### config.mk
export PLATFORM = sky130hd
export DESIGN_NAME = vx_split_join_ctrl
export DESIGN_NICKNAME = d
export VERILOG_FILES = /design/src/rtl/vx_split_join_ctrl_pkg.sv /design/src/rtl/vx_split_join_ctrl_ipdom_stack.sv /design/src/rtl/vx_split_join_ctrl.sv
export SDC_FILE = /design/constraint.sdc
export NUM_CORES = 1
export LEC_CHECK = 0
export BUFFER_PORTS_ARGS = -buffer_cell sky130_fd_sc_hd__buf_2
export CAP_MARGIN = 10
export CORE_MARGIN = 1.5
export CORE_UTILIZATION = 65
export CTS_BUF_LIST = sky130_fd_sc_hd__clkbuf_2
export CTS_CLUSTER_DIAMETER = 30
export DETAILED_ROUTE_END_ITERATION = 8
export PLACE_DENSITY = 0.89
export SLEW_MARGIN = 15
export SYNTH_ARGS = -nofsm -noshare
export SYNTH_HDL_FRONTEND = slang
export SYNTH_SLANG_ARGS = --single-unit
### constraint.sdc
create_clock -name clk -period 5.7 [get_ports clk]
set_input_delay 0.57 -clock clk [delete_from_list [all_inputs] [get_ports clk]]
set_output_delay 0.57 -clock clk [all_outputs]
set_load 0.01 [all_outputs]
### src/rtl/vx_split_join_ctrl_pkg.sv
// Shared types for the split/join reconvergence controller.
package vx_split_join_ctrl_pkg;

    localparam int DEF_THREADS = 4;
    localparam int DEF_PC_BITS = 32;

    typedef enum logic {
        S_IDLE = 1'b0,
        S_RSP  = 1'b1
    } sj_state_e;

    // Reconvergence stack entry at default widths; the stack stores the
    // same {tmask, pc} layout as a flat vector so other widths also work.
    typedef struct packed {
        logic [DEF_THREADS-1:0] tmask;
        logic [DEF_PC_BITS-1:0] pc;
    } stk_entry_t;

endpackage

### src/rtl/vx_split_join_ctrl_ipdom_stack.sv
// Immediate-post-dominator stack. Each slot holds a pair of entries (q1, q2).
// A paired push returns q2 on its first pop and q1 on its second pop.
module VX_ipdom_stack #(
    parameter int WIDTH = 36,
    parameter int DEPTH = 4
) (
    input  logic             clk,
    input  logic             reset,
    input  logic             push,
    input  logic             pop,
    input  logic             pair,
    input  logic [WIDTH-1:0] q1,
    input  logic [WIDTH-1:0] q2,
    output logic [WIDTH-1:0] d,
    output logic             index,
    output logic             empty,
    output logic             full
);
    localparam int AW = $clog2(DEPTH);

    logic [AW:0]      r_count;
    logic [WIDTH-1:0] r_q1 [DEPTH];
    logic [WIDTH-1:0] r_q2 [DEPTH];
    logic [DEPTH-1:0] r_part;
    logic [AW-1:0]    w_wr;
    logic [AW-1:0]    w_top;

    assign w_wr  = r_count[AW-1:0];
    assign w_top = r_count[AW-1:0] - 1'b1;
    assign empty = (r_count == '0);
    assign full  = (r_count == (AW+1)'(DEPTH));
    assign index = r_part[w_top];
    assign d     = r_part[w_top] ? r_q1[w_top] : r_q2[w_top];

    // Occupancy: a pop only releases the slot once its second half is consumed.
    always_ff @(posedge clk or posedge reset) begin
        if (reset) begin
            r_count <= '0;
        end else if (push && !full) begin
            r_count <= r_count + 1'b1;
        end else if (pop && !empty && r_part[w_top]) begin
            r_count <= r_count - 1'b1;
        end
    end

    // Entry storage and per-slot "already half consumed" flag.
    always_ff @(posedge clk) begin
        if (push && !full) begin
            r_q1[w_wr]   <= q1;
            r_q2[w_wr]   <= q2;
            r_part[w_wr] <= ~pair;
        end else if (pop && !empty && !r_part[w_top]) begin
            r_part[w_top] <= 1'b1;
        end
    end

endmodule

### src/rtl/vx_split_join_ctrl.sv
// Split/join control: pushes reconvergence masks on divergent branches and
// replays them on joins, returning one response per accepted request.
module vx_split_join_ctrl
    import vx_split_join_ctrl_pkg::*;
#(
    parameter int NUM_THREADS = 4,
    parameter int PC_BITS     = 32,
    parameter int DEPTH       = 4
) (
    input  logic                   clk,
    input  logic                   reset_n,
    input  logic                   split_valid,
    output logic                   split_ready,
    input  logic [NUM_THREADS-1:0] split_tmask,
    input  logic [NUM_THREADS-1:0] split_taken,
    input  logic [PC_BITS-1:0]     split_pc,
    input  logic                   join_valid,
    output logic                   join_ready,
    output logic                   rsp_valid,
    input  logic                   rsp_ready,
    output logic [NUM_THREADS-1:0] rsp_tmask,
    output logic [PC_BITS-1:0]     rsp_pc,
    output logic                   rsp_jump,
    output logic                   rsp_err,
    output logic                   stk_empty,
    output logic                   stk_full,
    output logic                   err_underflow
);
    localparam int W = NUM_THREADS + PC_BITS;

    sj_state_e              r_state, w_state_nxt;
    logic [NUM_THREADS-1:0] r_rsp_tmask;
    logic [PC_BITS-1:0]     r_rsp_pc;
    logic                   r_rsp_jump, r_rsp_err, r_err_underflow;

    logic                   w_split_acc, w_join_acc, w_push, w_pop, w_pair;
    logic [NUM_THREADS-1:0] w_taken_m, w_else_m;
    logic [W-1:0]           w_q1, w_q2, w_d;
    logic                   w_index, w_empty, w_full;

    assign w_taken_m   = split_tmask & split_taken;
    assign w_else_m    = split_tmask & ~split_taken;
    assign w_pair      = (|w_taken_m) && (|w_else_m);
    assign w_split_acc = split_valid && split_ready;
    assign w_join_acc  = join_valid && join_ready;
    assign w_push      = w_split_acc;
    assign w_pop       = w_join_acc && !w_empty;
    assign w_q1        = {split_tmask, {PC_BITS{1'b0}}};
    assign w_q2        = {w_else_m, split_pc};

    VX_ipdom_stack #(
        .WIDTH (W),
        .DEPTH (DEPTH)
    ) u_stack (
        .clk   (clk),
        .reset (~reset_n),
        .push  (w_push),
        .pop   (w_pop),
        .pair  (w_pair),
        .q1    (w_q1),
        .q2    (w_q2),
        .d     (w_d),
        .index (w_index),
        .empty (w_empty),
        .full  (w_full)
    );

    assign stk_empty     = w_empty;
    assign stk_full      = w_full;
    assign rsp_valid     = (r_state == S_RSP);
    assign rsp_tmask     = r_rsp_tmask;
    assign rsp_pc        = r_rsp_pc;
    assign rsp_jump      = r_rsp_jump;
    assign rsp_err       = r_rsp_err;
    assign err_underflow = r_err_underflow;

    // State register.
    always_ff @(posedge clk or negedge reset_n) begin
        if (!reset_n) r_state <= S_IDLE;
        else          r_state <= w_state_nxt;
    end

    // Next state and request handshakes; split has priority over join.
    always_comb begin
        w_state_nxt = r_state;
        split_ready = 1'b0;
        join_ready  = 1'b0;
        case (r_state)
            S_IDLE: begin
                split_ready = ~w_full;
                join_ready  = ~split_valid;
                if ((split_valid && ~w_full) || (join_valid && ~split_valid))
                    w_state_nxt = S_RSP;
            end
            S_RSP: begin
                if (rsp_ready) w_state_nxt = S_IDLE;
            end
            default: w_state_nxt = S_IDLE;
        endcase
    end

    // Response payload captured at accept and held through the RSP state.
    always_ff @(posedge clk or negedge reset_n) begin
        if (!reset_n) begin
            r_rsp_tmask     <= '0;
            r_rsp_pc        <= '0;
            r_rsp_jump      <= 1'b0;
            r_rsp_err       <= 1'b0;
            r_err_underflow <= 1'b0;
        end else if (w_split_acc) begin
            r_rsp_tmask <= w_pair ? w_taken_m : split_tmask;
            r_rsp_pc    <= '0;
            r_rsp_jump  <= 1'b0;
            r_rsp_err   <= 1'b0;
        end else if (w_join_acc) begin
            if (w_empty) begin
                r_rsp_tmask     <= '0;
                r_rsp_pc        <= '0;
                r_rsp_jump      <= 1'b0;
                r_rsp_err       <= 1'b1;
                r_err_underflow <= 1'b1;
            end else begin
                r_rsp_tmask <= w_d[W-1:PC_BITS];
                r_rsp_pc    <= w_index ? '0 : w_d[PC_BITS-1:0];
                r_rsp_jump  <= ~w_index;
                r_rsp_err   <= 1'b0;
            end
        end
    end

endmodule

# Yosys cells after proc, flatten, opt, wreduce, memory -nomap -nowiden
# Memory sizes are Yosys's and may differ from the RTL's.
# Cells that the tools add are included.
# W data, S select, Z words.
[totals]
word_cells = 84
ff_bits = 47
ramBits = 160
input_bits = 45
mem_count = 2
[classes]
reduce_logical = 23
mux = 33
n_bitwise = 10
magnitude_cmp = 4
eq_ne = 1
addsub = 3
[mem_list]
columns = ["name", "depth", "width", "read_ports", "rd_clocked_by_memory_dff", "wr", "line", "source"]
rows = [
  ["u_stack.r_q2", 4, 36, 1, 0, 1, "vx_split_join_ctrl_ipdom_stack.sv:23", "logic [WIDTH-1:0] r_q2 [DEPTH];"],
  ["u_stack.r_q1", 4, 4, 1, 0, 1, "vx_split_join_ctrl_ipdom_stack.sv:22", "logic [WIDTH-1:0] r_q1 [DEPTH];"],
]
[op_table]
columns = ["op", "n"]
rows = [
  ["$mux W32", 4],
  ["$mux W36", 1],
  ["$mux W4", 6],
  ["$mux W1", 15],
  ["$logic_and A1 B1 Y1", 12],
  ["$and A4 B4 Y4", 2],
  ["$reduce_or A4 Y1", 2],
  ["$lt A2 B3 Y1 const B", 2],
  ["$mux W3", 2],
  ["$not A1 Y1", 6],
  ["$reduce_bool A2 Y1", 3],
  ["$bwmux W4", 1],
  ["$demux W1 S2", 2],
  ["$ge A2 B1 Y1 const B", 2],
  ["$not A4 Y4", 1],
  ["$or A4 B4 Y4", 1],
  ["$add A3 B1 Y3 const B", 1],
  ["$eq A3 B3 Y1 const B", 1],
  ["$logic_not A1 Y1", 3],
  ["$logic_not A3 Y1", 1],
  ["$reduce_and A3 Y1", 1],
  ["$sub A3 B1 Y3 const B", 1],
  ["$bmux W1 S2", 1],
  ["$pmux W1 S2", 1],
  ["2 further kinds", 2],
]

# Depth between registers and ports, before layout
# Gate-level depths: netlist (run 1).
[logic_depth]
depth_word = 8
depth_mapped = 14
depth_no_buf = 9

# Cells and area by module
# From an unflattened synthesis (run 1), not the netlist that was laid out.
[hier_totals]
hier_cells = 605
hier_area_um2 = 13143.9
[by_module_without_submodules]
columns = ["module", "area_per_inst_um2", "cells_per_inst", "n_inst"]
rows = [
  ["VX_ipdom_stack", 11453.5, 485, 1],
  ["vx_split_join_ctrl", 1690.4, 120, 1],
]

# Worst setup path before layout (run 1)
# OpenSTA, ideal clock, no wires.
[synth_path]
path_kind = "reg2reg"
startpoint = "register u_stack.r_count[0]"
endpoint = "memory u_stack.r_q1[0][0] (netlist bit) (enable)"
arrival_time_ns = 3.045
slack_ns = 2.261
path_stages_with_launch = 11
synth_period_minus_slack_ns = 3.439
setup_time_ns = 0.395
path_cell_list = "dfrtp_1 -> buf_6 -> buf_4 -> buf_2 -> inv_1 -> ha_1 -> a21oi_1 -> and2_1 -> clkbuf_1 -> nand2_1 -> inv_1"
[synth_between]
elab_chain_cells = 7
[synth_rtl]
columns = ["item", "line", "source"]
rows = [
  ["start: declaration", "vx_split_join_ctrl_ipdom_stack.sv:21", "logic [AW:0] r_count;"],
  ["start signal: assignment", "vx_split_join_ctrl_ipdom_stack.sv:40", "r_count <= r_count + 1'b1;"],
  ["start signal: assignment", "vx_split_join_ctrl_ipdom_stack.sv:42", "r_count <= r_count - 1'b1;"],
  ["$eq A3 B3 Y1", "vx_split_join_ctrl_ipdom_stack.sv:31", "assign full = (r_count == (AW+1)'(DEPTH));"],
  ["$not A1 Y1", "vx_split_join_ctrl.sv:90", "split_ready = ~w_full;"],
  ["$mux W1", "vx_split_join_ctrl.sv:88", "case (r_state)"],
  ["net split_ready", "vx_split_join_ctrl.sv:13", "output logic split_ready,"],
  ["$logic_and A1 B1 Y1", "vx_split_join_ctrl.sv:44", "assign w_split_acc = split_valid && split_ready;"],
  ["$logic_and A1 B1 Y1", "vx_split_join_ctrl_ipdom_stack.sv:48", "if (push && !full) begin"],
  ["$mux W1", "vx_split_join_ctrl_ipdom_stack.sv:48", ""],
  ["$mux W1 (not written as such)", "vx_split_join_ctrl_ipdom_stack.sv:49", "r_q1[w_wr] <= q1;"],
  ["end: declaration", "vx_split_join_ctrl_ipdom_stack.sv:22", ""],
]
# The timed path passes the listed nets, and every way through them passes these cells.

# Worst setup path in the final report (run 1)
[layout_path]
startpoint = "register u_stack.r_count[0]"
endpoint = "memory u_stack.r_q2[1][10] (enable)"
[layout_between]
elab_chain_cells = 7
[layout_rtl]
columns = ["item", "line", "source"]
rows = [
  ["$eq A3 B3 Y1", "vx_split_join_ctrl_ipdom_stack.sv:31", ""],
  ["$not A1 Y1", "vx_split_join_ctrl.sv:90", ""],
  ["$mux W1", "vx_split_join_ctrl.sv:88", ""],
  ["$logic_and A1 B1 Y1", "vx_split_join_ctrl.sv:44", ""],
  ["$logic_and A1 B1 Y1", "vx_split_join_ctrl_ipdom_stack.sv:48", ""],
  ["$mux W1", "vx_split_join_ctrl_ipdom_stack.sv:48", ""],
  ["$mux W1 (not written as such)", "vx_split_join_ctrl_ipdom_stack.sv:50", "r_q2[w_wr] <= q2;"],
  ["end: declaration", "vx_split_join_ctrl_ipdom_stack.sv:23", ""],
]
# Several ways; a longest one is shown, not always the timed one.

==> results.txt, run 1 <==
The flow ran to the end, and the final reports show no timing, DRC or antenna violations. In the final routed layout, each cell accounts on average for 21.2 um. Detailed routing placed a total of 1080 um of wire on met3. The worst-path maximum fanout was 46; the number of pins exceeding their max-slew limit in the final report was 0. Derived from the worst setup path, the maximum achievable clock frequency is 271 MHz. The logs give 0.785 for the final weighted congestion of routability-driven global placement and 3.53 nW for the leakage power figure.

For this run, the total global-route usage over all layers was measured as 24.2%. The detailed router used layers up to and including met4. Buffers inserted during clock tree synthesis total 48. Combined buffer and inverter count along the critical path: 2. The areal power density over the cells is 496 nW/um2, and the buffer count from post-CTS setup fixing is 0. Power dissipated by switching net loads: 1.47 mW.

Traced cell by cell, the critical path runs through inv_1, ha_2, a21oi_1, and2_1, nand2_1, inv_2. The worst setup path is launched from a flop. By count the netlist is led by sky130_fd_sc_hd__edfxtp_1 (164), sky130_fd_sc_hd__dfrtp_1 (43), sky130_fd_sc_hd__mux4_2 (41). The layout filler cell count is 641. Broken down by cell family, the worst path's largest delay share belongs to flip-flops. The core region is 11600 um2. Tracing the worst setup path back leads to its startpoint at u_stack.r_count[0]$_DFFE_PN0P_. The clock share of power is 20.2%, and the synthesized area per cell is 20.6 um2. The sequential fraction of the synthesis area was 76.5%.

Summed over all failing endpoints, the final setup total negative slack is 0 ns. Relative to the synthesized area, the layout overhead comes to 14.4%. The worst register-to-register path ends at u_stack.r_q2[1][10]$_DFFE_PP_. The detailed router finished its first iteration with 313 violations. After detailed routing, the wire length on met1 is 6100 um.

Counting flops and latches in the post-synthesis netlist gives 207. IR analysis of the VDD net gives a maximum drop of 332 uV. The Yosys step of the flow raised 0 warnings. The via-per-instance ratio works out to 6.14. The number of enable flip-flop cells after synthesis is 164, and the cell area after synthesis is 7850 um2. The run gives 7420 um as the met2 wire length.

The number of logic stages on the critical path including buffering was 6. When the netlist entered floorplanning its net count stood at 432. The synthesized netlist devotes 0.956% of its cell area to adder and majority cells. Headroom to the max-slew limit came out at 33.6%. The H-tree was split into 2 levels. In this run, flip-flops and latches consume 48.5% of the power.

Of the post-synthesis cell area, the part taken by muxes is 12.5%. The run gives 4.01 ns as the critical path data arrival time. The logs give 0 for the total of endpoints with negative setup slack in the final report and 0 for the number of gates resized after cts. For the number of global-route vias before repair, the log shows 4433. The logs give 0 for the number of antenna violations at the first check in global routing and 77.3% for the final design utilization. Counting every instance in the synthesized netlist gives 381.

In this design, the stage delay of the slowest critical-path cell is 1.01 ns. The measured slew at the worst slew-check pin came out at 0.994 ns. The die is 113 um tall. After detailed routing, the total wire length is 14800 um.

The count of nets left with antenna violations after detail routing was 0. Yosys attributes the largest share of cell area to sky130_fd_sc_hd__edfxtp_1 (63%), sky130_fd_sc_hd__dfrtp_1 (14%), sky130_fd_sc_hd__mux4_2 (12%). The layout net count was 566. For the worst-skew pair later-pin latency, the log shows 0.72 ns. The worst register-to-register path begins at u_stack.r_count[0]$_DFFE_PN0P_. DRC violations left: 0. The clock transition at the registers of the reported paths was 0.11 ns. The cell-internal power was 2.99 mW. The run gives 6.02 ns as the data required time at the worst endpoint.

TritonCTS built the clock tree. Entering global routing, the biggest net connects 47 pins. In this run the worst hold path is classified as in -> reg. The clock passes through at most 3 buffers. The path depth of the worst reg2reg path came out at 6. The number of antenna diodes in the final layout is 0.

In this run the register-to-register setup slack is 2.01 ns. The initial utilization of the core area, before any placement, comes to 67.6%. The HPWL after detailed placement was 8430 um. The horizontal die dimension is 113 um, and the number of cell rows is 39.

In this run the tool buffered the top-level ports with 88 buffer cells. The critical path class is reg -> reg. The first-pass iteration count of the detailed router was 5; the area fraction in compound gates after synthesis was 5.79%.

The first global-routing pass estimated 23100 um of wire. After synthesis, the largest family of logic cells by area is multiplexers. The share of final-layout standard cells stronger than drive strength 1 came out at 40.5%. For this run, the leading register cell type out of synthesis is sky130_fd_sc_hd__edfxtp_1. Of the post-synthesis cell area, the dominant cell type holds 62.7%. CTS saw 207 sinks. Master cell of the clock root buffer: sky130_fd_sc_hd__clkbuf_2. The share of total power in combinational logic is 31.3%, and the area of the die is 12700 um2. Setup repair after global routing left no endpoint under its margin. By instance count, the leading cell after synthesis is sky130_fd_sc_hd__edfxtp_1. The run gives 0 as the total count of hold-check failures in the final report. The tool flagged a number of max-cap violations equal to 0.

The final route contains 4287 vias. The logs give 0.0494 ns for the clock tree skew after final layout and 0 for the total congestion overflow after global routing. For this design the top-level I/O count stands at 89. The xor/xnor share of the synthesized area works out to 0.335%. Cell taking the most area after synthesis: sky130_fd_sc_hd__edfxtp_1.

The number of different library cells used by synthesis comes to 33. The simple-gate portion of the synthesized area is 2.17%. Net switching is 32.9% of the power. The critical path ends at u_stack.r_q2[1][10]$_DFFE_PP_. For the finished layout, the period the worst path requires is 3.69 ns.

On the critical path, the stage with the largest delay is an instance of sky130_fd_sc_hd__dfrtp_4. The worst setup path is captured at a flop. In the finished design, the share of the clock period the worst path needs comes to 64.8%. The share of flip-flops with an asynchronous set or reset is 20.8%.
-- metrics by stage --
step / power, mW / hold WS [ns] / cells / instance area [um2] / worst slack (ns)
global placement: 3.53 / 0.452 / 595 / 8400 / 2.09
CTS: 4.47 / 0.00703 / 688 / 8870 / 1.96
global route: 4.71 / -0.0252 / 698 / 8980 / 1.60
finish: 4.46 / 0.0683 / 698 / 8980 / 2.01
detailed placement: 3.57 / 0.463 / 595 / 8400 / 1.99
floorplan: 3.14 / 0.274 / 381 / 7850 / 2.26
-- worst register-to-register path: cells and delay by family (launching register included) --
kind	cells	cell delay, ns
AND/OR/NAND/NOR	2	0.74
AO/OA/AOI/OAI	1	0.33
adder cells (fa/ha/maj)	1	0.27
flip-flops	1	1.01
buffers and inverters	2	0.94
-- flip-flops by register name (all words and copies together), names as in the netlist --
| register | cells |
|---|---|
| u_stack.r_q2 | 144 |
| rsp_pc | 32 |
| u_stack.r_q1 | 16 |
| rsp_tmask | 4 |
| u_stack.r_part | 4 |
| u_stack.r_count | 3 |
| err_underflow | 1 |
| rsp_err | 1 |
| rsp_jump | 1 |
| rsp_valid | 1 |
-- cells in the final DEF, fill, tap and decap left out, types with 5 or more instances in the layout --
cell type                       instances
sky130_fd_sc_hd__ha_1                   5
sky130_fd_sc_hd__inv_1                  6
sky130_fd_sc_hd__nand2_1               14
sky130_fd_sc_hd__mux4_2                41
sky130_fd_sc_hd__clkinv_1              12
sky130_fd_sc_hd__dfrtp_1               42
sky130_fd_sc_hd__mux2_2                 5
sky130_fd_sc_hd__a22o_1                33
sky130_fd_sc_hd__dlygate4sd3_1         12
sky130_fd_sc_hd__nor2_1                 7
sky130_fd_sc_hd__edfxtp_1             164
sky130_fd_sc_hd__buf_2                 88
sky130_fd_sc_hd__clkbuf_2              73
sky130_fd_sc_hd__inv_2                  6
-- what timing repair did --
item,4_1_cts,5_1_grt
setup endpoints to repair,0,0
endpoints found under the hold margin,4,26
hold buffers,3,9
-- routing by layer --
metal | GRT usage [%] | vias to the layer above
li1 | - | 1859
met1 | 33.5 | 2199
met3 | 5.68 | 15
met2 | 39.2 | 214
met4 | 7.92 | 0
met5 | 0 | -
-- cell families after synthesis --
group                      count (synthesis)
xor gates and xnor gates                   3
AOI/OAI and AO/OA                         54
muxes                                     46
and+or+nand+nor                           35
DFF                                      207
buffers and inverters                     30
adders and majority gates                  6
-- how the worst min path moves through the flow --
stage,start,end,slack [ns],depth (start not counted)
floorplan,reset_n,err_underflow$_DFFE_PN0P_,0.27,0
global placement,err_underflow$_DFFE_PN0P_,err_underflow$_DFFE_PN0P_,0.45,2
detailed placement,err_underflow$_DFFE_PN0P_,err_underflow$_DFFE_PN0P_,0.46,2
CTS,split_pc[28],u_stack.r_q2[0][28]$_DFFE_PP_,0.007,1
global route,split_pc[30],u_stack.r_q2[2][30]$_DFFE_PP_,-0.03,1
finish,split_pc[30],u_stack.r_q2[0][30]$_DFFE_PP_,0.07,1
-- power by group through the flow --
stage	combinational, mW	sequential, mW	clock [mW]
floorplan	1.00	2.14	0
global route	1.50	2.21	1.00
detailed placement	1.38	2.20	0
finish	1.39	2.16	0.900
CTS	1.39	2.17	0.917
global placement	1.35	2.18	0
-- final cells by class --
class,count,area (um2),area share [%]
Clock inverter,17,71.3,0.795
Tap cell,143,179,1.99
Sequential cell,207,6000,66.9
Multi-Input combinational cell,144,1720,19.1
Timing Repair Buffer,104,603,6.72
Inverter,10,37.5,0.418
Clock buffer,73,365,4.07
No activity file was read; power rests on OpenSTA's default activity.
==> inputs of run 2 (changes only) <==
--- a/config.mk
+++ b/config.mk
@@ -8,11 +8,11 @@
 export BUFFER_PORTS_ARGS = -buffer_cell sky130_fd_sc_hd__buf_2
 export CAP_MARGIN = 10
 export CORE_MARGIN = 1.5
-export CORE_UTILIZATION = 65
+export CORE_UTILIZATION = 60
 export CTS_BUF_LIST = sky130_fd_sc_hd__clkbuf_2
 export CTS_CLUSTER_DIAMETER = 30
 export DETAILED_ROUTE_END_ITERATION = 8
-export PLACE_DENSITY = 0.89
+export PLACE_DENSITY = 0.84
 export SLEW_MARGIN = 15
 export SYNTH_ARGS = -nofsm -noshare
 export SYNTH_HDL_FRONTEND = slang
==> constraint.sdc (replaced) <==
create_clock -name clk -period 3.4 [get_ports clk]
set_input_delay 0.34 -clock clk [delete_from_list [all_inputs] [get_ports clk]]
set_output_delay 0.34 -clock clk [all_outputs]
set_load 0.01 [all_outputs]
==> results.txt, run 2 (synthesis results as in run 1) <==
The run finished with clean final reports. The max-cap violation count came out at 0 (unchanged). In this run the most critical hold path is launched from split_valid. The logs give 13800 um2 (+8.1%) for the area of the die and 8950 um (+6.1%) for the HPWL after detailed placement. The core area came out at 12700 um2 (+9.1%). The leakage power figure was 3.66 nW (+3.7%); the relative slew slack was 42.0% (+8.4 points). Beginning of the critical path: u_stack.r_count[1]$_DFFE_PN0P_. The tree is rooted in a sky130_fd_sc_hd__clkbuf_2. The worst-path maximum fanout is 21 (-54%), and the layout net count is 599 (+5.8%). The logs give 0 (unchanged) for the number of gates resized after cts and 3.35 ns (-0.66 ns) for the critical path data arrival time. The data required time at the worst endpoint is 3.76 ns (-2.26 ns). The height of the die came out at 117 um (+4.0%). The flip-flop count of the largest register after layout is 144 (unchanged), and the worst-skew pair later-pin latency is 0.72 ns (about the same).

Setup repair after global routing left no endpoint under its margin. The areal power density over the cells is 812 nW/um2 (+63%), and the first-pass iteration count of the detailed router is 5 (unchanged). The clock tree skew after final layout is 0.0714 ns (+0.0220 ns), and the final weighted congestion of routability-driven global placement is 0.797 (+1.6%).

The number of global-route vias before repair is 4710 (+6.2%). STA classifies the critical path endpoint as a flop. The clock net sink count was 207 (unchanged). TritonCTS built the clock tree. The via-per-instance ratio was 5.71 (-7.1%); the register-to-register path setup slack was 0.41 ns (-1.59 ns). The horizontal die dimension works out to 117 um (+4.0%).

The final setup TNS is 0 ns (unchanged), and the pin count of the biggest net entering global routing is 46 (-2.1%). The average wire length per cell after detail routing is 20.2 um (-4.6%), and the starting density of the core is 61.9% (-5.6 points). The logs give 517 uV (+56%) for the worst ir drop on vdd and 23.1% (-1.1 points) for the all-layer global routing usage. The layout filler cell count is 754 (+18%). Counting flops per register, the top entry is u_stack.r_q2. The I/O pin count is 89 (unchanged). The sum of internal, switching and leakage power was 7.63 mW (+71%). The family of cells with the greatest summed delay on the critical path was buffers and inverters.

The logs give 47 (-2.1%) for the number of buffers added by the clock tree synthesis step and 24300 um (+5.3%) for the first-pass GRT wire length. Leaving out fill and tap cells, the most frequent cells in the layout are sky130_fd_sc_hd__edfxtp_1 (164), sky130_fd_sc_hd__buf_2 (87), sky130_fd_sc_hd__clkbuf_2 (76). The startpoint class of the critical path was a flop.

The startpoint identified for the worst register-to-register timing path is u_stack.r_count[1]$_DFFE_PN0P_. The period utilization came out at 87.8% (+23 points). Count of buffers from port buffering: 88 (unchanged). The run gives 246 (-21%) as the number of design-rule violations left by the first detailed-router iteration.

The clock transition at the registers of the reported paths was 0.11 ns (about the same). Share of final-layout standard cells stronger than drive strength 1: 39.1% (-1.4 points). The run gives 0 (unchanged) as the total count of hold-check failures in the final report. The worst min-delay path category was in -> reg.

The run gives 2 (unchanged) as the H-tree depth. The count of nets left with antenna violations after detail routing came out at 0 (unchanged). Among all stages on the critical path, the largest delay is contributed by sky130_fd_sc_hd__and2_1. The run gives 0 (unchanged) as the total congestion overflow after global routing. The library cell used most frequently in the layout, excluding fill and tap cells, is sky130_fd_sc_hd__edfxtp_1. The measured slew at the worst slew-check pin is 0.868 ns (-0.126 ns), and the highest clock rate is 335 MHz (+24%). The setup path with the least slack is of type reg -> reg.

The synthesis-to-layout area growth is 19.8%. The logs give 0 (unchanged) for the number of pins exceeding their max-slew limit in the final report and 4319 (+0.75%) for the total number of vias. The number of cell rows is 41 (+5.1%). The critical path's largest stage delay was 0.52 ns (-0.49 ns). Total of endpoints with negative setup slack in the final report: 0 (unchanged). The logs give 0 (unchanged) for the number of antenna violations at the first check in global routing and 15300 um (+3.5%) for the total routed wirelength. The number of antenna diodes is 0 (unchanged). The combined buffer and inverter count along the critical path was 3 (+1). The DRC violations left was 0 (unchanged); the time the worst path needs with I/O delays and setup was 2.99 ns (-0.706 ns). The signal on the critical path passes through inv_1, ha_2, a21oi_1, and2_1, nand2_1, clkinvlp_4, buf_12.

The run gives 3 (unchanged) as the maximum clock path buffer count.
## run 2: changes by cell type in the layout (fill, tap and decap cells not counted)
cell,previous run,this run
sky130_fd_sc_hd__bufinv_16,0,1
sky130_fd_sc_hd__clkbuf_2,73,76
sky130_fd_sc_hd__buf_2,88,87
sky130_fd_sc_hd__inv_2,6,1
sky130_fd_sc_hd__buf_12,1,4
sky130_fd_sc_hd__buf_4,3,5
sky130_fd_sc_hd__dlygate4sd3_1,12,42
sky130_fd_sc_hd__clkinv_4,1,0
sky130_fd_sc_hd__clkinv_2,2,0
sky130_fd_sc_hd__clkinv_1,12,8
sky130_fd_sc_hd__clkinvlp_4,0,4
## run 2: layer usage
layer	routed length [um]	up-vias	global-route usage [%]
met1	6310	2197	29.6
li1	-	1928	-
met5	0	-	0
met4	234	0	7.79
met3	827	26	4.57
met2	7920	168	39.9
## run 2: tightest hold or removal path: cells and delay by family
kind | cells | cell delay, ns
AND/OR/NAND/NOR | 3 | 0.22
buffers and inverters | 1 | 0.17
## run 2: area by class of cell
type                       count  area, um2  share of cell area, %
sequential                   207       6000                   63.8
multi-input combinational    144       1720                   18.2
timing repair buffer         138        973                   10.3
clock buffer                  76        380                   4.04
tap                          172        215                   2.29
clock inverter                10       63.8                  0.678
inverter                      10       52.6                  0.559
## run 2: path summary, 6_finish.rpt
path | to | cells past startpoint
setup / recovery | u_stack.r_q2[2][2]$_DFFE_PP_ | 7
hold / removal | rsp_err$_DFFE_PN0P_ | 4
setup reg to reg | u_stack.r_q2[2][2]$_DFFE_PP_ | 7
hold reg to reg | err_underflow$_DFFE_PN0P_ | 2
max in group asynchronous | u_stack.r_count[0]$_DFFE_PN0P_ | 2
min in group asynchronous | rsp_jump$_DFFE_PN0P_ | 2
## run 2: metrics by stage
stage               setup slack [ns]  util, %  hold WS, ns  instance area (um2)  cells
detailed placement             0.474     67.4        0.448                 8540    629
floorplan                      0.240        -       0.0444                 7860    381
CTS                            0.426     74.2       0.0110                 9400    757
global route                   0.224     74.2       0.0600                 9410    757
global placement               0.555     67.4        0.444                 8540    629
finish                         0.415     74.2       0.0846                 9410    757
## run 2: where the power goes
part / leakage [nW] / switching (mW) / total, mW / internal [mW]
Clock: 0.347 / 0.920 / 1.58 / 0.658
Combinational: 1.25 / 1.35 / 2.58 / 1.23
Sequential: 2.06 / 0.206 / 3.47 / 3.27
## run 2: timing repair
| action | in CTS | in global routing |
|---|---|---|
| buffers inserted | 0 | 0 |
| hold buffers | 42 | 0 |
| endpoints found under the hold margin | 207 | 0 |
==> inputs of run 3 (changes only) <==
--- a/config.mk
+++ b/config.mk
@@ -5,6 +5,7 @@
 export SDC_FILE = /design/constraint.sdc
 export NUM_CORES = 1
 export LEC_CHECK = 0
+export ABC_AREA = 0
 export BUFFER_PORTS_ARGS = -buffer_cell sky130_fd_sc_hd__buf_2
 export CAP_MARGIN = 10
 export CORE_MARGIN = 1.5
==> constraint.sdc (replaced) <==
create_clock -name clk -period 3.4 [get_ports clk]
set_input_delay 0.34 -clock clk [delete_from_list [all_inputs] [get_ports clk]]
set_output_delay 0.34 -clock clk [all_outputs]
set_load 0.005 [all_outputs]
==> results.txt, run 3 (synthesis results as in run 1) <==
Total congestion overflow after global routing: 0 (unchanged). The footprint of the flip-flops and latches is 6000 um2 (unchanged). In this run the critical register-to-register path is captured at u_stack.r_q2[2][9]$_DFFE_PP_. The height of the die was 117 um (unchanged); the all-layer global routing usage was 22.8% (-0.27 points). For the layout net count, the log shows 604 (+0.83%). The number of pins exceeding their max-slew limit in the final report came out at 0 (unchanged).

The run finished with clean final reports. The share of total power in combinational logic came out at 32.7% (-1.1 points). The horizontal die dimension came out at 117 um (unchanged).

Among cell families on the critical path, the largest total delay comes from buffers and inverters. The sum of internal, switching and leakage power is 7.42 mW (-2.7%), and the post-route worst hold slack is 0.0674 ns (-0.0172 ns). The buffer count from post-CTS setup fixing is 0 (unchanged). The leakage power figure is 3.69 nW (+1.0%). The worst hold path begins at join_valid. For the number of cell rows, the log shows 41 (unchanged).

For the final design utilization, the log shows 74.3% (about the same). For the power dissipated by switching net loads, the log shows 2.35 mW (-5.0%). The beginning of the critical path was u_stack.r_count[1]$_DFFE_PN0P_. The flip-flop count of the largest register after layout was 144 (unchanged); the path depth of the worst reg2reg path was 7 (unchanged). The tools report the total count of hold-check failures in the final report as 0 (unchanged). The data required time at the worst endpoint was 3.84 ns (+0.08 ns). The worst setup path is captured at a flop. The tools report the number of design-rule violations left by the first detailed-router iteration as 247 (+0.41%). The run gives 4682 (-0.59%) as the number of global-route vias before repair.

Worst-skew pair later-pin latency: 0.75 ns (+0.03 ns). The run gives 15100 um (-1.1%) as the total routed wirelength. The final non-filler cell area came out at 9410 um2 (about the same). The clock net sink count came out at 207 (unchanged). Walking the worst path, the cells encountered are inv_1, ha_2, a21oi_1, and2_1, nand2_1, inv_2, buf_12.

The critical path data arrival time was 3.27 ns (-0.08 ns). The placed standard-cell area came out at 8540 um2 (unchanged). Worst-path maximum fanout: 22 (+4.8%). The combined buffer and inverter count along the critical path is 3 (unchanged), and the register-to-register path setup slack is 0.57 ns (+0.15 ns). The areal power density over the cells is 789 nW/um2 (-2.8%), and the time the worst path needs with I/O delays and setup is 2.83 ns (-0.153 ns). The critical path's largest stage delay works out to 0.52 ns (about the same). The master cell of the clock root buffer is sky130_fd_sc_hd__clkbuf_2. TritonCTS built the clock tree.

The run gives 0 (unchanged) as the total of endpoints with negative setup slack in the final report. The average wire length per cell after detail routing came out at 19.8 um (-2.1%). The relative slew slack is 41.8% (-0.19 points), and the via-per-instance ratio is 5.63 (-1.3%). The tools report the source of the worst register-to-register timing path as u_stack.r_count[1]$_DFFE_PN0P_.

The final setup TNS was 0 ns (unchanged). The starting density of the core is 61.9% (unchanged), and the count of buffers from port buffering is 88 (unchanged). The clock share of power was 20.2% (-0.5 points); the total number of vias was 4306 (-0.30%).

The logs give 1720 um2 (unchanged) for the area of the multi-input gates and 13800 um2 (unchanged) for the area of the die. Cell-internal power: 5.07 mW (-1.7%). Setup repair after global routing left no endpoint under its margin.

The period utilization was 83.3% (-4.5 points). The clock tree skew after final layout was 0.0368 ns (-0.0346 ns). The part of the total power dissipated in sequential elements came out at 47.1% (+1.6 points). The logs give 46 (unchanged) for the pin count of the biggest net entering global routing and 0 (unchanged) for the max-cap violation count. For the worst ir drop on vdd, the log shows 522 uV (+1.0%). The layout filler cell count was 769 (+2.0%); the clock transition at the registers of the reported paths was 0.09 ns (-0.02 ns). For hold timing, the worst endpoint is rsp_err$_DFFE_PN0P_. The min-delay analysis places its worst path in the category in -> reg. The number of antenna violations at the first check in global routing is 0 (unchanged). The slowest library cell on the worst path was sky130_fd_sc_hd__and2_1. The first-pass GRT wire length is 24100 um (-1.1%). For the number of antenna diodes, the log shows 0 (unchanged). Final weighted congestion of routability-driven global placement: 0.743 (-6.8%). The library cell used most frequently in the layout, excluding fill and tap cells, is sky130_fd_sc_hd__edfxtp_1.

The HPWL after detailed placement was 8720 um (-2.5%). The logs give 353 MHz (+5.4%) for the highest clock rate and 89 (unchanged) for the I/O pin count. The number of buffers added by the clock tree synthesis step is 49 (+4.3%). More flip-flops sit in one register than any other, and that register is u_stack.r_q2. STA classifies the critical path startpoint as a flop. The run gives 2 (unchanged) as the H-tree depth. For the DRC violations left, the log shows 0 (unchanged). The critical path is of the reg -> reg type. In the layout the commonest cells are sky130_fd_sc_hd__edfxtp_1 (164), sky130_fd_sc_hd__buf_2 (87), sky130_fd_sc_hd__clkbuf_2 (73). The fraction of power spent switching nets came out at 31.7% (-0.75 points).

The maximum clock path buffer count is 3 (unchanged), and the core area is 12700 um2 (unchanged). The measured slew at the worst slew-check pin is 0.871 ns (+0.00250 ns), and the synthesis-to-layout area growth is 19.9% (about the same). The count of nets left with antenna violations after detail routing came out at 0 (unchanged).

The share of final-layout standard cells stronger than drive strength 1 is 39.0% (-0.19 points), and the first-pass iteration count of the detailed router is 5 (unchanged). The hold-critical path depth works out to 4 (unchanged).
[run 3: cell count changes in the layout (fill, tap and decap cells not counted), moves of 2 or more]
cell,change
sky130_fd_sc_hd__clkinv_1,+5
sky130_fd_sc_hd__inv_2,+5
sky130_fd_sc_hd__clkbuf_2,-3
sky130_fd_sc_hd__clkinvlp_4,-3
sky130_fd_sc_hd__buf_4,+2
sky130_fd_sc_hd__clkinv_2,+2
[run 3: final cells by class]
type                    count  share of cell area, %
flip-flops and latches    207                   63.8
repair buffers            141                   10.6
clock buffers              73                   3.88
well taps                 172                   2.29
clock inverters            18                  0.784
inverters                  10                  0.399
multi-input cells         144                   18.2
[run 3: power groups by stage]
stage	Clock (mW)	Combinational, mW	Sequential [mW]
floorplan	0	1.68	3.51
global placement	0	2.36	3.52
detailed placement	0	2.43	3.54
CTS	1.54	2.47	3.49
global route	1.68	2.64	3.54
finish	1.50	2.43	3.49
[run 3: per-stage QoR]
stage | setup slack (ns) | instances
after global routing | 0.346 | 765
after CTS | 0.544 | 765
after global placement | 0.624 | 631
final | 0.567 | 765
after floorplan | 0.0430 | 381
after detailed placement | 0.584 | 631
[run 3: worst min-delay path, cell delays in order]
cell and delay, ns:
sky130_fd_sc_hd__buf_2 0.10, sky130_fd_sc_hd__nor3b_2 0.16, sky130_fd_sc_hd__nor2_1 0.08, sky130_fd_sc_hd__nor3_1 0.05
[run 3: how the worst max path moves through the flow]
stage,endpoint,slack (ns),depth (start not counted)
final,u_stack.r_q2[2][9]$_DFFE_PP_,0.57,7
after global placement,rsp_pc[9]$_DFFE_PN0P_,0.62,5
after detailed placement,rsp_pc[14]$_DFFE_PN0P_,0.58,5
after floorplan,u_stack.r_q1[0][0]$_DFFE_PP_,0.04,10
after CTS,rsp_pc[7]$_DFFE_PN0P_,0.54,5
after global routing,u_stack.r_q2[2][31]$_DFFE_PP_,0.35,7
[run 3: routing by layer]
layer	vias to the layer above	GRT usage, %	share of wire [%]
met3	15	5.45	6.2
met2	175	38.9	52
met5	-	0	0
met1	2186	29.0	40
li1	1930	-	-
met4	0	7.87	0.99
[run 3: repair_timing]
item                      CTS  global route
hold endpoints to repair  210             0
hold buffers               43             0
gates resized for setup     0             0
